[config.mk]
export PLATFORM = sky130hd
export DESIGN_NAME = keypad_ctrl
export DESIGN_NICKNAME = d
export VERILOG_FILES = /design/src/rtl/keypad_pkg.sv /design/src/rtl/col_sync.sv /design/src/rtl/keypad_ctrl.sv
export SDC_FILE = /design/constraint.sdc
export NUM_CORES = 1
export LEC_CHECK = 0
export ABC_CLOCK_PERIOD_IN_PS = 2000
export CORE_MARGIN = 2
export CORE_UTILIZATION = 45
export DETAILED_ROUTE_END_ITERATION = 10
export GPL_TIMING_DRIVEN = 0
export PLACE_DENSITY = 0.69
export SLEW_MARGIN = 30
export SYNTH_ARGS = -nofsm -noshare
export SYNTH_HDL_FRONTEND = slang
export SYNTH_SLANG_ARGS = --single-unit
[constraint.sdc]
create_clock -name clk -period 2 [get_ports clk]
set_clock_uncertainty 0.05 [all_clocks]
set_input_delay 0.4 -clock clk [delete_from_list [all_inputs] [get_ports clk]]
set_output_delay 0.4 -clock clk [all_outputs]
set_load 0.05 [all_outputs]
[src/rtl/keypad_pkg.sv]
// Shared definitions for the 4x4 keypad scanner: FSM states, default timing
// parameters and the row/column to hex key map.
package keypad_pkg;

    localparam int SCAN_DIV_DEF     = 4800;
    localparam int DEBOUNCE_CNT_DEF = 960000;

    typedef enum logic [1:0] {
        SCAN     = 2'd0,
        DEBOUNCE = 2'd1,
        HELD     = 2'd2,
        RELEASE  = 2'd3
    } state_t;

    function automatic logic [3:0] key_lookup(input logic [1:0] row, input logic [1:0] col);
        logic [3:0] code;
        case ({row, col})
            4'b00_00: code = 4'h1;
            4'b00_01: code = 4'h2;
            4'b00_10: code = 4'h3;
            4'b00_11: code = 4'hA;
            4'b01_00: code = 4'h4;
            4'b01_01: code = 4'h5;
            4'b01_10: code = 4'h6;
            4'b01_11: code = 4'hB;
            4'b10_00: code = 4'h7;
            4'b10_01: code = 4'h8;
            4'b10_10: code = 4'h9;
            4'b10_11: code = 4'hC;
            4'b11_00: code = 4'hE;
            4'b11_01: code = 4'h0;
            4'b11_10: code = 4'hF;
            default:  code = 4'hD;
        endcase
        return code;
    endfunction

    // Columns are active-low; the lowest-index pressed column wins.
    function automatic logic [1:0] lowest_low(input logic [3:0] cols);
        logic [1:0] idx;
        idx = 2'd0;
        for (int i = 3; i >= 0; i--) begin
            if (!cols[i]) idx = 2'(i);
        end
        return idx;
    endfunction

endpackage

[src/rtl/col_sync.sv]
// Two-flop synchronizer for the asynchronous, active-low keypad columns.
module col_sync (
    input  logic       clk,
    input  logic       reset,
    input  logic [3:0] columns,
    output logic [3:0] columns_sync
);

    logic [3:0] sync_p0;
    logic [3:0] sync_p1;

    always_ff @(posedge clk) begin
        if (reset) begin
            sync_p0 <= 4'b1111;
            sync_p1 <= 4'b1111;
        end else begin
            sync_p0 <= columns;
            sync_p1 <= sync_p0;
        end
    end

    assign columns_sync = sync_p1;

endmodule

[src/rtl/keypad_ctrl.sv]
// 4x4 keypad scanner with press/release debounce and a two-digit history.
// Define KEYPAD_SYNC_EN to pass the columns through a 2-FF synchronizer.
module keypad_ctrl
    import keypad_pkg::*;
#(
    parameter int SCAN_DIV     = SCAN_DIV_DEF,
    parameter int DEBOUNCE_CNT = DEBOUNCE_CNT_DEF
) (
    input  logic       clk,
    input  logic       reset,
    input  logic [3:0] columns,
    output logic [3:0] rows,
    output logic       key_valid,
    output logic [3:0] key_code,
    output logic [3:0] digit0,
    output logic [3:0] digit1
);

    localparam int SCAN_W = (SCAN_DIV > 1) ? $clog2(SCAN_DIV) : 1;
    localparam int DEB_W  = (DEBOUNCE_CNT > 1) ? $clog2(DEBOUNCE_CNT) : 1;
    localparam logic [SCAN_W-1:0] SCAN_LAST = SCAN_W'(SCAN_DIV - 1);
    localparam logic [DEB_W-1:0]  DEB_LAST  = DEB_W'(DEBOUNCE_CNT - 1);

    state_t              state;
    state_t              state_nxt;
    logic [SCAN_W-1:0]   scan_cnt;
    logic [DEB_W-1:0]    deb_cnt;
    logic [1:0]          row_idx;
    logic [1:0]          col_idx;
    logic [3:0]          col_eff;
    logic                col_low;
    logic                any_low;
    logic                scan_done;
    logic                deb_done;
    logic [3:0]          new_code;

`ifdef KEYPAD_SYNC_EN
    col_sync u_col_sync (
        .clk          (clk),
        .reset        (reset),
        .columns      (columns),
        .columns_sync (col_eff)
    );
`else
    assign col_eff = columns;
`endif

    assign col_low   = ~col_eff[col_idx];
    assign any_low   = (col_eff != 4'b1111);
    assign scan_done = (scan_cnt == SCAN_LAST);
    assign deb_done  = (deb_cnt == DEB_LAST);
    assign new_code  = key_lookup(row_idx, col_idx);

    always_ff @(posedge clk) begin
        if (reset) state <= SCAN;
        else       state <= state_nxt;
    end

    always_comb begin
        state_nxt = state;
        case (state)
            SCAN:     if (scan_done && any_low) state_nxt = DEBOUNCE;
            DEBOUNCE: if (!col_low)             state_nxt = SCAN;
                      else if (deb_done)        state_nxt = HELD;
            HELD:     if (!col_low)             state_nxt = RELEASE;
            RELEASE:  if (col_low)              state_nxt = HELD;
                      else if (deb_done)        state_nxt = SCAN;
            default:                            state_nxt = SCAN;
        endcase
    end

    // Counters only advance below their terminal value, so they never wrap.
    always_ff @(posedge clk) begin
        if (reset) begin
            scan_cnt  <= '0;
            deb_cnt   <= '0;
            row_idx   <= 2'd0;
            col_idx   <= 2'd0;
            key_valid <= 1'b0;
            key_code  <= 4'h0;
            digit0    <= 4'h0;
            digit1    <= 4'h0;
        end else begin
            key_valid <= 1'b0;
            case (state)
                SCAN: begin
                    deb_cnt <= '0;
                    if (scan_done) begin
                        scan_cnt <= '0;
                        if (any_low) col_idx <= lowest_low(col_eff);
                        else         row_idx <= row_idx + 2'd1;
                    end else begin
                        scan_cnt <= scan_cnt + 1'b1;
                    end
                end
                DEBOUNCE: begin
                    if (!col_low) begin
                        deb_cnt <= '0;
                        row_idx <= row_idx + 2'd1;
                    end else if (deb_done) begin
                        deb_cnt   <= '0;
                        key_valid <= 1'b1;
                        key_code  <= new_code;
                        digit1    <= digit0;
                        digit0    <= new_code;
                    end else begin
                        deb_cnt <= deb_cnt + 1'b1;
                    end
                end
                HELD: begin
                    deb_cnt <= '0;
                end
                RELEASE: begin
                    if (col_low) begin
                        deb_cnt <= '0;
                    end else if (deb_done) begin
                        deb_cnt <= '0;
                        row_idx <= row_idx + 2'd1;
                    end else begin
                        deb_cnt <= deb_cnt + 1'b1;
                    end
                end
                default: deb_cnt <= '0;
            endcase
        end
    end

    // The latched row stays driven outside SCAN because row_idx only moves on exit.
    always_comb begin
        rows = ~(4'b0001 << row_idx);
    end

endmodule

==> results of run 1 <==
-- area by class of cell --
cell class | count | area [um^2]
buffer | 12 | 72.6
clock inverter | 2 | 35.0
fill | 476 | 2240
timing repair buffer | 29 | 254
tap | 70 | 87.6
inverter | 14 | 52.6
multi-input combinational | 202 | 1390
clock buffer | 6 | 72.6
sequential | 48 | 965
-- cells in the final DEF, fill, tap and decap left out, drive strengths merged, types with 2 or more instances in the layout --
cell,synthesis,final
nand4,10,10
dlygate4sd2,0,9
a41oi,2,2
xor2,18,18
o21ai,6,6
or2,2,2
ha,11,11
mux2i,11,11
nand4bb,2,2
a21oi,7,7
dfxtp,48,48
nand3,15,16
nor4,3,3
nand2,21,21
and3,2,2
clkdlybuf4s50,0,10
nor3,5,5
buf,8,14
xnor2,9,9
a211oi,2,2
nand2b,4,4
inv,14,14
clkbuf,4,14
mux2,3,3
nor2,53,53
-- worst paths after layout --
| check | startpoint | endpoint |
|---|---|---|
| max | scan_cnt[10] | row_idx[0] |
| min | deb_cnt[0] | deb_cnt[0] |
| max reg2reg | scan_cnt[10] | row_idx[0] |
| min reg2reg | deb_cnt[0] | deb_cnt[0] |
-- per-layer routing --
metal | wire, um | GRT usage | up-vias
met5 | 0 | 0 | -
met4 | 60 | 0.0714 | 0
met3 | 159 | 0.0326 | 5
met2 | 2110 | 0.259 | 31
met1 | 2380 | 0.232 | 854
li1 | - | - | 1004
-- logic make-up after synthesis --
| group | Yosys count |
|---|---|
| compound gates | 25 |
| xor+xnor | 27 |
| fa+ha+maj | 11 |
| buf+inv | 26 |
| flops | 48 |
| mux | 15 |
| simple gates | 123 |
-- sequential cells by signal, summed over array words and instances (netlist names), named ones only --
register / cells
scan_cnt: 13
state: 1
key_valid: 1
digit1: 4
col_idx: 2
deb_cnt: 20
row_idx: 2
digit0: 4
-- worst max-delay path: cells and delay by family (launching register included) --
family          cells  cell delay [ns]
mux                 1             0.35
flops               1             0.36
simple gates        2             0.55
compound gates      2             0.53
-- per-stage QoR --
stage	hold WS (ns)	instance area (um^2)	worst slack, ns	cells
2_1_floorplan	0.368	2440	0.0843	275
3_3_place_gp	0.380	2750	-0.359	367
3_5_place_dp	0.394	2750	-0.346	367
4_1_cts	0.413	2900	0.0163	383
5_1_grt	0.455	2930	-0.0791	383
6_report	0.409	2930	0.0362	383
-- power by group through the flow --
stage | Clock (mW) | Sequential, mW | Combinational (mW)
floorplan | 0 | 0.986 | 0.0264
global placement | 0 | 0.987 | 0.0466
detailed placement | 0 | 0.987 | 0.0472
CTS | 0.702 | 0.965 | 0.0449
global route | 0.747 | 0.965 | 0.0509
finish | 0.684 | 0.964 | 0.0444
-- timing repair --
action / in CTS / in global routing
pin swaps: 5 / 1
buffers inserted: 7 / 0
gates resized for setup: 28 / 11
gates cloned: 1 / 0
endpoints found under the setup margin: 33 / 42
==> summary.md, run 1 <==
| Metric | Value |
|---|---|
| Status | `finished clean` |
| WL final | `4.71 mm` |
| Post-synthesis sequential area ratio | `0.394` |
| Post-DP HPWL | `3.21 mm` |
| Simple logic cell fraction of the synthesized area | `0.267` |
| Critical-path cell list | `nor4b_2 -> and4b_2 -> a41oi_2 -> a221oi_2 -> mux2_1` |
| Layout cell share with drive strength beyond 1 | `0.141` |
| Final setup fails | `0` |
| Clk_lat worst skew | `~0.30 ns` |
| Leakage Power | `~1.1 nW` |
| Critical path data arrival time | `2.10 ns` |
| Multiplexer share of the synthesized area | `0.0682` |
| Post-Syn Instances | `approximately 280` |
| Via count | `around 1900` |
| Synth top area share | `0.394` |
| Mapped Area | `between 2000 and 2500 um^2` |
| Fin. Hold Viols | `0` |
| Htree depth | `2` |
| Combinational power share | `0.026` |
| Worst path required time | `2.14 ns` |
| Setup CP Type | `reg -> reg` |
| Grt total ovfl | `0` |
| Die footprint | `6030 um^2` |
| GRT Overall Usage | `0.169` |
| Core area | `5170 um^2` |
| Peak VDD IR | `0.446 mV` |
| Top-Level Pins | `23` |
| Post-layout total power | `~1.7 mW` |
| Clock transition at path regs | `0.09 ns` |
| Setup TNS | `0 ns` |
| Slowest cell on crit path | `dfxtp_1` |
| Register-to-register setup slack | `0.04 ns` |
| Synth warnings | `0` |
| Min Tclk post-route | `1.96 ns` |
| First-pass GRT wire length | `8.34 mm` |
| Most common cell in the synthesized netlist | `nor2_1` |
| Synth cell types | `48` |
| Synth Area in Compound Gates | `0.0702` |
| MaxCap Viol Count | `0` |
| Syn avg cell area | `8.88 um^2` |
| R2R depth | `5` |
| CTS Sinks | `48` |
| Xor/xnor cell area share of the yosys netlist | `0.0969` |
| Synth async-reset ratio | `0` |
| Pwr Density | `578 nW/um^2` |
| Pins over their slew limit | `0` |
| CTS tree | `done` |
| Worst-path fanout max | `5` |
| Initial antenna violation count | `0` |
| Cell taking the most area after synthesis | `dfxtp_1` |
| Initial core utilization | `0.472` |
| Hold Buf Count CTS | `0` |
| Crit start category | `flip-flop` |
| CTS Buf Count | `5` |
| Top post-synthesis cells by count | `52 x nor2_1, 48 x dfxtp_1, 21 x nand2_1, 18 x xor2_1, 14 x inv_1` |
| Synthesized Nets | `292` |
| CP endpoint kind | `flip-flop` |
| IO buf count | `22` |
| Switching Fraction | `0.203` |
| Pint | `1.35 mW` |
| Clk root buf | `clkbuf_8` |
| Rows | `26` |
| Crit path largest cell delay | `0.36 ns` |
| Largest family of logic cells by synthesized area | `simple AND/OR/NAND/NOR gates` |
| Clock power frac | `0.404` |
| Placer Congestion | `~0.82` |
| Number of global-route vias before repair | `1858` |
| Chip height | `between 70 and 80 um` |
| #FFs+latches synth | `48` |
| Largest net degree at the start of global routing | `15` |
| Iter 0 DRT Violations | `approximately 120` |
| Area grow syn2layout | `19.9%` |
| Fin nets | `329` |
| WL/cell | `12.3 um` |
| Final Core Density | `0.566` |
| Adder-cell share of the synthesized area | `0.0564` |
| Initial DRT Pass Iterations | `4` |
| Detail Route Antenna Nets | `0` |
| # diodes | `0` |
| Via density | `4.95` |
| CTS Buffer Depth | `2` |
| Worst Hold Class | `reg -> reg` |
| Main synth FF type | `dfxtp_1` |
| Area contributors post-synth | `dfxtp_1 39%, nor2_1 8.0%, xor2_1 6.5%` |
| Crit share post-route | `0.982` |
| Seq pwr share | `0.570` |
| Switching power | `343 uW` |
| RSZ-0062 raised after global routing | `yes` |
| Number of synthesized flops with an enable pin | `0` |
| Rel. slew slack | `0.669` |
| Fmax | `0.509 GHz` |
| Worst slew pin tran | `0.495 ns` |
| Die W | `77.7 um` |
| Drc violations | `0` |
| Hold path depth | `1` |
No activity file was read; power rests on OpenSTA's default activity.
==> run 2, diff against run 1 <==
- CAP_MARGIN: not set -> 5
- SLEW_MARGIN: 30 -> not set
==> results of run 2 <==
The final DEF is identical to that of run 1; final timing and power are the same.
